==> config.mk <==
export PLATFORM = sky130hd
export DESIGN_NAME = mux2_arbiter
export DESIGN_NICKNAME = d
export VERILOG_FILES = /design/src/rtl/mux2_arbiter.sv
export SDC_FILE = /design/constraint.sdc
export NUM_CORES = 1
export LEC_CHECK = 0
export ABC_AREA = 1
export CAP_MARGIN = 20
export CELL_PAD_IN_SITES_DETAIL_PLACEMENT = 0
export CELL_PAD_IN_SITES_GLOBAL_PLACEMENT = 1
export CORE_ASPECT_RATIO = 1.75
export CORE_MARGIN = 2
export CORE_UTILIZATION = 30
export DETAILED_ROUTE_END_ITERATION = 10
export GPL_TIMING_DRIVEN = 0
export HOLD_SLACK_MARGIN = 0.03
export PLACE_DENSITY_LB_ADDON = 0.2
export SLEW_MARGIN = 20
export SYNTH_ARGS = -nofsm -noshare
export SYNTH_HDL_FRONTEND = slang
export SYNTH_SLANG_ARGS = --single-unit
==> constraint.sdc <==
create_clock -name clk_i -period 2.2 [get_ports clk_i]
set_clock_uncertainty 0.1 [all_clocks]
set_input_delay 0.33 -clock clk_i [delete_from_list [all_inputs] [get_ports clk_i]]
set_output_delay 0.33 -clock clk_i [all_outputs]
set_load 0.005 [all_outputs]
==> src/rtl/mux2_arbiter.sv <==
// rtl/mux2_arbiter.sv - two-requester round-robin burst arbiter with registered output beat
//
// Purpose: grants one of two valid/ready requesters at a time, forwards up to
// MAX_BURST beats per grant into a single registered output slot, then
// re-arbitrates without an idle bubble.
//
// Ports:
//    clk_i, rst_ni           clock, synchronous active-low reset
//    a_valid_i/a_data_i      requester A beat offer; a_ready_o accepts it
//    b_valid_i/b_data_i      requester B beat offer; b_ready_o accepts it
//    o_valid_o/o_data_o      registered output beat; o_ready_i accepts it
//    sel_o                   1 while A is granted
//    grant_o                 one-hot grant, bit0 = A, bit1 = B
module mux2_arbiter #(
   parameter int DATA_WIDTH = 20,
   parameter int MAX_BURST  = 4
) (
   input  logic                  clk_i,
   input  logic                  rst_ni,
   input  logic                  a_valid_i,
   input  logic [DATA_WIDTH-1:0] a_data_i,
   output logic                  a_ready_o,
   input  logic                  b_valid_i,
   input  logic [DATA_WIDTH-1:0] b_data_i,
   output logic                  b_ready_o,
   output logic                  o_valid_o,
   output logic [DATA_WIDTH-1:0] o_data_o,
   input  logic                  o_ready_i,
   output logic                  sel_o,
   output logic [1:0]            grant_o
);

   localparam logic [7:0] MAX_BURST_C = 8'(MAX_BURST);

   typedef enum logic [1:0] {
      IDLE    = 2'd0,
      GRANT_A = 2'd1,
      GRANT_B = 2'd2
   } state_e;

   state_e                state_q, state_d;
   logic                  last_a_q, last_a_d;   // 1 = A was granted last, 0 = B
   logic [7:0]            cnt_q, cnt_d;
   logic                  o_valid_q, o_valid_d;
   logic [DATA_WIDTH-1:0] o_data_q, o_data_d;

   logic                  slot_free;
   logic                  a_acc, b_acc, beat_acc;
   logic                  cnt_hit;
   logic [DATA_WIDTH-1:0] beat_data;

   // The output slot can take a new beat when empty or draining this cycle.
   assign slot_free = !o_valid_q || o_ready_i;
   assign a_acc     = a_valid_i && a_ready_o;
   assign b_acc     = b_valid_i && b_ready_o;
   assign beat_acc  = a_acc || b_acc;
   assign beat_data = a_acc ? a_data_i : b_data_i;
   assign cnt_hit   = (cnt_q + 8'd1) == MAX_BURST_C;

   // State register
   always_ff @(posedge clk_i) begin
      if (!rst_ni) begin
         state_q   <= IDLE;
         last_a_q  <= 1'b0;
         cnt_q     <= '0;
         o_valid_q <= 1'b0;
         o_data_q  <= '0;
      end else begin
         state_q   <= state_d;
         last_a_q  <= last_a_d;
         cnt_q     <= cnt_d;
         o_valid_q <= o_valid_d;
         o_data_q  <= o_data_d;
      end
   end

   // Next-state logic
   always_comb begin
      state_d  = state_q;
      last_a_d = last_a_q;
      cnt_d    = cnt_q;
      case (state_q)
         IDLE: begin
            cnt_d = '0;
            if (a_valid_i && b_valid_i) begin
               state_d = last_a_q ? GRANT_B : GRANT_A;
            end else if (a_valid_i) begin
               state_d = GRANT_A;
            end else if (b_valid_i) begin
               state_d = GRANT_B;
            end
         end
         GRANT_A: begin
            // Release on burst exhaustion or when A stops offering beats.
            if (!a_valid_i || (a_acc && cnt_hit)) begin
               last_a_d = 1'b1;
               cnt_d    = '0;
               if (b_valid_i)      state_d = GRANT_B;
               else if (a_valid_i) state_d = GRANT_A;
               else                state_d = IDLE;
            end else if (a_acc) begin
               cnt_d = cnt_q + 8'd1;
            end
         end
         GRANT_B: begin
            if (!b_valid_i || (b_acc && cnt_hit)) begin
               last_a_d = 1'b0;
               cnt_d    = '0;
               if (a_valid_i)      state_d = GRANT_A;
               else if (b_valid_i) state_d = GRANT_B;
               else                state_d = IDLE;
            end else if (b_acc) begin
               cnt_d = cnt_q + 8'd1;
            end
         end
         default: begin
            state_d = IDLE;
            cnt_d   = '0;
         end
      endcase
   end

   // Output decode; readies are held low while reset is asserted so no
   // requester believes a beat was taken on the reset edge.
   always_comb begin
      a_ready_o = 1'b0;
      b_ready_o = 1'b0;
      grant_o   = 2'b00;
      sel_o     = 1'b0;
      case (state_q)
         GRANT_A: begin
            grant_o   = 2'b01;
            sel_o     = 1'b1;
            a_ready_o = rst_ni && slot_free;
         end
         GRANT_B: begin
            grant_o   = 2'b10;
            b_ready_o = rst_ni && slot_free;
         end
         default: ;
      endcase
   end

   // Output slot: load on accept, clear on drain, otherwise hold.
   always_comb begin
      o_valid_d = o_valid_q;
      o_data_d  = o_data_q;
      if (beat_acc) begin
         o_valid_d = 1'b1;
         o_data_d  = beat_data;
      end else if (o_ready_i) begin
         o_valid_d = 1'b0;
      end
   end

   assign o_valid_o = o_valid_q;
   assign o_data_o  = o_data_q;

endmodule

Word-level counts from Yosys, hierarchy flattened
Index checks and enable logic that the tools add are counted.
{"block": "op_classes", "n_addsub": 1, "mul": 0, "div": 0, "order_cmp": 0, "eq_ne": 8, "n_shift": 0, "n_mux": 26, "n_bitwise": 0, "reduce_logical": 19}
{"operator": "2-to-1 mux 8 bit", "n": 4}
{"operator": "2-to-1 mux 20 bit", "n": 1}
{"operator": "2-to-1 mux 2 bit", "n": 9}
{"operator": "one-hot mux 8 bit (2 select lines)", "n": 1}
{"operator": "adder 8 x 1 -> 8 bit, second input constant", "n": 1}
{"operator": "== test 8 x 3 -> 1 bit, second input constant", "n": 1}
{"operator": "2-to-1 mux 1 bit", "n": 8}
{"operator": "logical AND 1 bit", "n": 6}
{"operator": "!= test 3 bit, second input constant", "n": 2}
{"operator": "one-hot mux 2 bit (3 select lines)", "n": 1}
{"operator": "AND reduction 3 bit", "n": 2}
{"operator": "logical OR 1 bit", "n": 4}
{"operator": "!= test 2 bit, second input constant", "n": 2}
{"operator": "!= test 4 bit, second input constant", "n": 1}
{"operator": "one-hot mux 2 bit (2 select lines)", "n": 1}
{"operator": "nonzero test 2 bit", "n": 2}
{"operator": "logical NOT 1 bit", "n": 3}
{"operator": "== test 2 x 1 -> 1 bit, second input constant", "n": 1}
{"operator": "== test 2 bit, second input constant", "n": 1}
{"operator": "logical NOT 2 bit", "n": 1}
{"operator": "one-hot mux 1 bit (2 select lines)", "n": 1}
{"operator": "AND reduction 2 bit", "n": 1}
{"block": "totals", "reg_bits": 32, "latch_bits": 0, "ram_bits": 0, "rom_bits": 0, "input_bits": 45, "out_inout_bits": 26, "memories": 0}

Logic depth before layout (Yosys ltp)
{"block": "depth", "word_depth": 9, "depth_mapped": 13}

Least setup slack after synthesis
No wires, ideal clock.
{"block": "synth_path", "path_type": "reg-to-reg", "from": "register state_q[1]", "to": "register o_data_q[2] (netlist: o_data_o[2])", "setup_ns": 0.119, "t_arrival_ns": 1.520, "setup_slack_ns": 0.461, "stages_incl_launch_ff": 10, "path_cell_list": "dfxtp_1 inv_1 ha_1 inv_1 nor2_2 nand2_1 buf_2 clkbuf_1 o21ai_0 nand2_1"}
{"block": "synth_via", "elab_chain_cells": 4}
{"element": "start: declaration", "line_no": "41", "source": "state_e state_q, state_d;"}
{"element": "start signal: assignment", "line_no": "69", "source": "state_q <= state_d;"}
{"element": "== test 2 x 1 -> 1 bit (*)", "line_no": "130", "source": "case (state_q)"}
{"element": "2-to-1 mux 1 bit (*)", "line_no": "130"}
{"element": "via a_ready_o", "line_no": "22", "source": "output logic a_ready_o,"}
{"element": "logical AND 1 bit (*)", "line_no": "54", "source": "assign a_acc = a_valid_i && a_ready_o;"}
{"element": "2-to-1 mux 20 bit or logical OR 1 bit (tied branches)", "line_no": "57, 56"}
{"element": "end signal: assignment", "line_no": "73", "source": "o_data_q <= o_data_d;"}
{"element": "end: declaration", "line_no": "45", "source": "logic [DATA_WIDTH-1:0] o_data_q, o_data_d;"}
The timed path passes the listed nets; every way through them passes the cells marked *.
A chain may end at the register's enable or synchronous reset.

Worst setup path after layout
{"block": "layout_path", "from": "input o_ready_i", "to": "output b_ready_o"}
{"block": "layout_via", "elab_chain_cells": 3}
{"element": "start: declaration", "line_no": "28", "source": "input logic o_ready_i,"}
{"element": "logical OR 1 bit", "line_no": "53", "source": "assign slot_free = !o_valid_q || o_ready_i;"}
{"element": "logical AND 1 bit", "line_no": "138", "source": "b_ready_o = rst_ni && slot_free;"}
{"element": "2-to-1 mux 1 bit", "line_no": "130"}
{"element": "end: declaration", "line_no": "25", "source": "output logic b_ready_o,"}
Every way passes these cells.

==> flow_summary.ini <==
[clock_network]
cts_buffers = 5
cts_tree = yes
clkLatencyLatePin_ns = 0.28
ctsHtreeMaxLevel = 2
clockBufferDepth = 2
ctsHoldBuffers = 0
path_clk_slew_ns = 0.07
clock-sinks = 32
cts_root_buf = clkbuf_8

[sta]
setup_ws_ns = 0.09806
rsz0062_at_grt = false
period_share_pct = 95.54
layout_min_cycle_time_ns = 2.102
setup_viol = 0
worst_pin_slew_ns = 0.4799
fmax_ghz = 0.4758
final_hold_viol_count = 0
slew_violations = 0
max_slew_margin_pct = 68.00

[logic_synthesis]
ys_seq_area_share_pct = 34.78
synth.net_count = 318
yosysWarnings = 0
syn-cell-area_sq_um = 1842
avgSynthCellArea_sq_um = 6.924
yosys.cell_types.count = 28
ys_ff_latch = 32
synth_cells = 266

[hold_path]
hp-class = input port to register

[power]
powerDensity_nw_per_um2 = 840.0
fin_total_pwr_uw = 2315
leakagePower_uw = 0.001248
vdd_drop_max_uv = 346.4

[worst_setup_path]
path_class = input port to output pin
cp-start-kind = input port
path_max_fanout = 4
r2r_slack_ns = 0.31
worst_setup_path_end_kind = output pin
cp.arrival_ns = 1.67
cp.required_ns = 1.77

[die]
io_pins = 71
fp.dieW_um = 63.23
core_area_sq_um = 5926
num_rows = 37
die-area_sq_um = 6807
fp.dieH_um = 107.7
initial_utilization_pct = 31.08

[placed_design]
numPortBuffers = 69
dpl.hpwl_mm = 4.100
post-place-ws_ns = -0.06414
place_congestion = 0.7905

[global_route]
grt-ovfl-total = 0
grt_usage_pct = 16.83
grt_pass1_wl_mm = 8.983
grt_max_degree = 11
grt_pass1_vias = 1955
antenna_found_initial = 0

[status]
outcome = completed

[detailed_routing]
ant_nets = 0
vias_per_cell = 4.525
met3_length_um = 227
wl_met2_mm = 2.944
wl_per_cell_um = 12.43
drt_first_pass_iters = 4
met1_length_mm = 1.983
wl_mm = 5.235
dr.max_layer_used = met4
num_vias = 1905
drt_iter0_drc = 92
drc_errors = 0

[final_layout]
fin_nets = 395
multiInputGateArea_sq_um = 953.4
syn_to_final_growth_pct = 49.66
final_common_cell = clkdlybuf4s50_1
drive_above_1_share_pct = 10.50
nFillCells = 682
seq_area_sq_um = 640.6
n_antenna_cell = 0
final_cell_mix = 68 x clkdlybuf4s50_1, 55 x nand2_1, 38 x inv_1

[flow_run]
drv_cap = 0
==> report_power, final <==
| group | leakage [uW] | internal (uW) | switching (uW) |
|---|---|---|---|
| clock | 0.0000503 | 279 | 216 |
| combinational | 0.000938 | 535 | 497 |
| sequential | 0.000260 | 708 | 81.0 |
==> logic make-up (layout without fill, tap and decap cells) <==
logic type               count (synthesis)  count (layout)  share of synthesized area (%)
flip-flops                              32              32                          34.78
AND/OR/NAND/NOR                        111             111                          28.19
AO/OA/AOI/OAI                           58              58                          17.26
XOR/XNOR                                 1               1                         0.4756
adder cells (fa/ha/maj)                  7               7                          4.755
buffers and inverters                   57             134                          14.54
==> cell type report <==
type,count,share of cell area [%]
plain buffers,14,3.858
flip-flops and latches,32,23.24
well taps,78,3.541
inverters,43,5.856
repair buffers,70,25.42
multi-input cells,177,34.59
clock buffers,7,3.495
==> Yosys cell counts <==
| library cell | n | area [sq um] |
|---|---|---|
| nand2_1 | 56 | 210.2 |
| inv_1 | 40 | 150.1 |
| a21oi_1 | 32 | 160.2 |
| dfxtp_1 | 32 | 640.6 |
| nand3_1 | 28 | 140.1 |
| o21ai_0 | 18 | 90.09 |
| nor2_1 | 10 | 37.54 |
| nand4_1 | 8 | 50.05 |
| ha_1 | 7 | 87.58 |
| buf_6 | 4 | 45.04 |
| nor2_2 | 4 | 25.02 |
| buf_4 | 3 | 22.52 |
| clkbuf_1 | 3 | 11.26 |
| o21ai_1 | 3 | 15.01 |
| a31o_2 | 2 | 17.52 |
| buf_2 | 2 | 10.01 |
| inv_2 | 2 | 7.510 |
| nand2_4 | 2 | 22.52 |
| a22oi_1 | 1 | 7.510 |
| buf_1 | 1 | 3.750 |
| clkbuf_8 | 1 | 13.76 |
| clkinv_1 | 1 | 3.750 |
| nand3_2 | 1 | 10.01 |
| nand3_4 | 1 | 17.52 |
| o21ai_4 | 1 | 16.27 |
| o21bai_2 | 1 | 11.26 |
| or3_1 | 1 | 6.260 |
| xnor2_1 | 1 | 8.760 |
==> final timing paths <==
check	startpoint	cells past startpoint	endpoint
min reg2reg	o_data_o[11]$_SDFFE_PN0P_	2	o_data_o[11]$_SDFFE_PN0P_
max reg2reg	state_q[1]$_SDFFE_PN0P_	9	o_data_o[4]$_SDFFE_PN0P_
max	o_ready_i	6	b_ready_o
min	rst_ni	3	cnt_q[0]$_SDFFE_PN0P_
==> through the flow <==
| stage | setup TNS (ns) | area (sq um) | hold slack, ns | util [%] | cells |
|---|---|---|---|---|---|
| 6_report | 0 | 2756 | 0.2608 | 46.52 | 421 |
| 5_1_grt | 0 | 2756 | 0.3001 | 46.52 | 421 |
| 4_1_cts | 0 | 2744 | 0.2490 | 46.30 | 420 |
| 3_5_place_dp | -0.3731 | 2630 | 0.3537 | 44.38 | 413 |
| 3_3_place_gp | -0.3774 | 2630 | 0.3534 | 44.38 | 413 |
| 2_1_floorplan | 0 | 1842 | 0.3366 | - | 266 |
==> registers in the layout, indices dropped and copies added (netlist names) <==
register	cells
o_data_o	20
state_q	2
last_a_q	1
cnt_q	8
o_valid_o	1
==> critical path, cell delays in order <==
cell	delay (ns)
clkdlybuf4s50_1	0.45
inv_1	0.04
nand2_1	0.10
nand2_2	0.10
nor2_1	0.14
clkdlybuf4s50_1	0.52
==> routing by layer <==
layer / vias up / GRT usage [%]
met1: 838 / 17.29
met5: - / 0
met2: 51 / 32.90
li1: 1010 / -
met4: 0 / 6.366
met3: 6 / 3.138
==> repair_timing <==
action / CTS / global route
setup buffers: 0 / 1
endpoints found under the setup margin: 1 / 2
pin swaps: 0 / 1
gates resized for setup: 4 / 3
No activity file was read; power rests on OpenSTA's default activity.
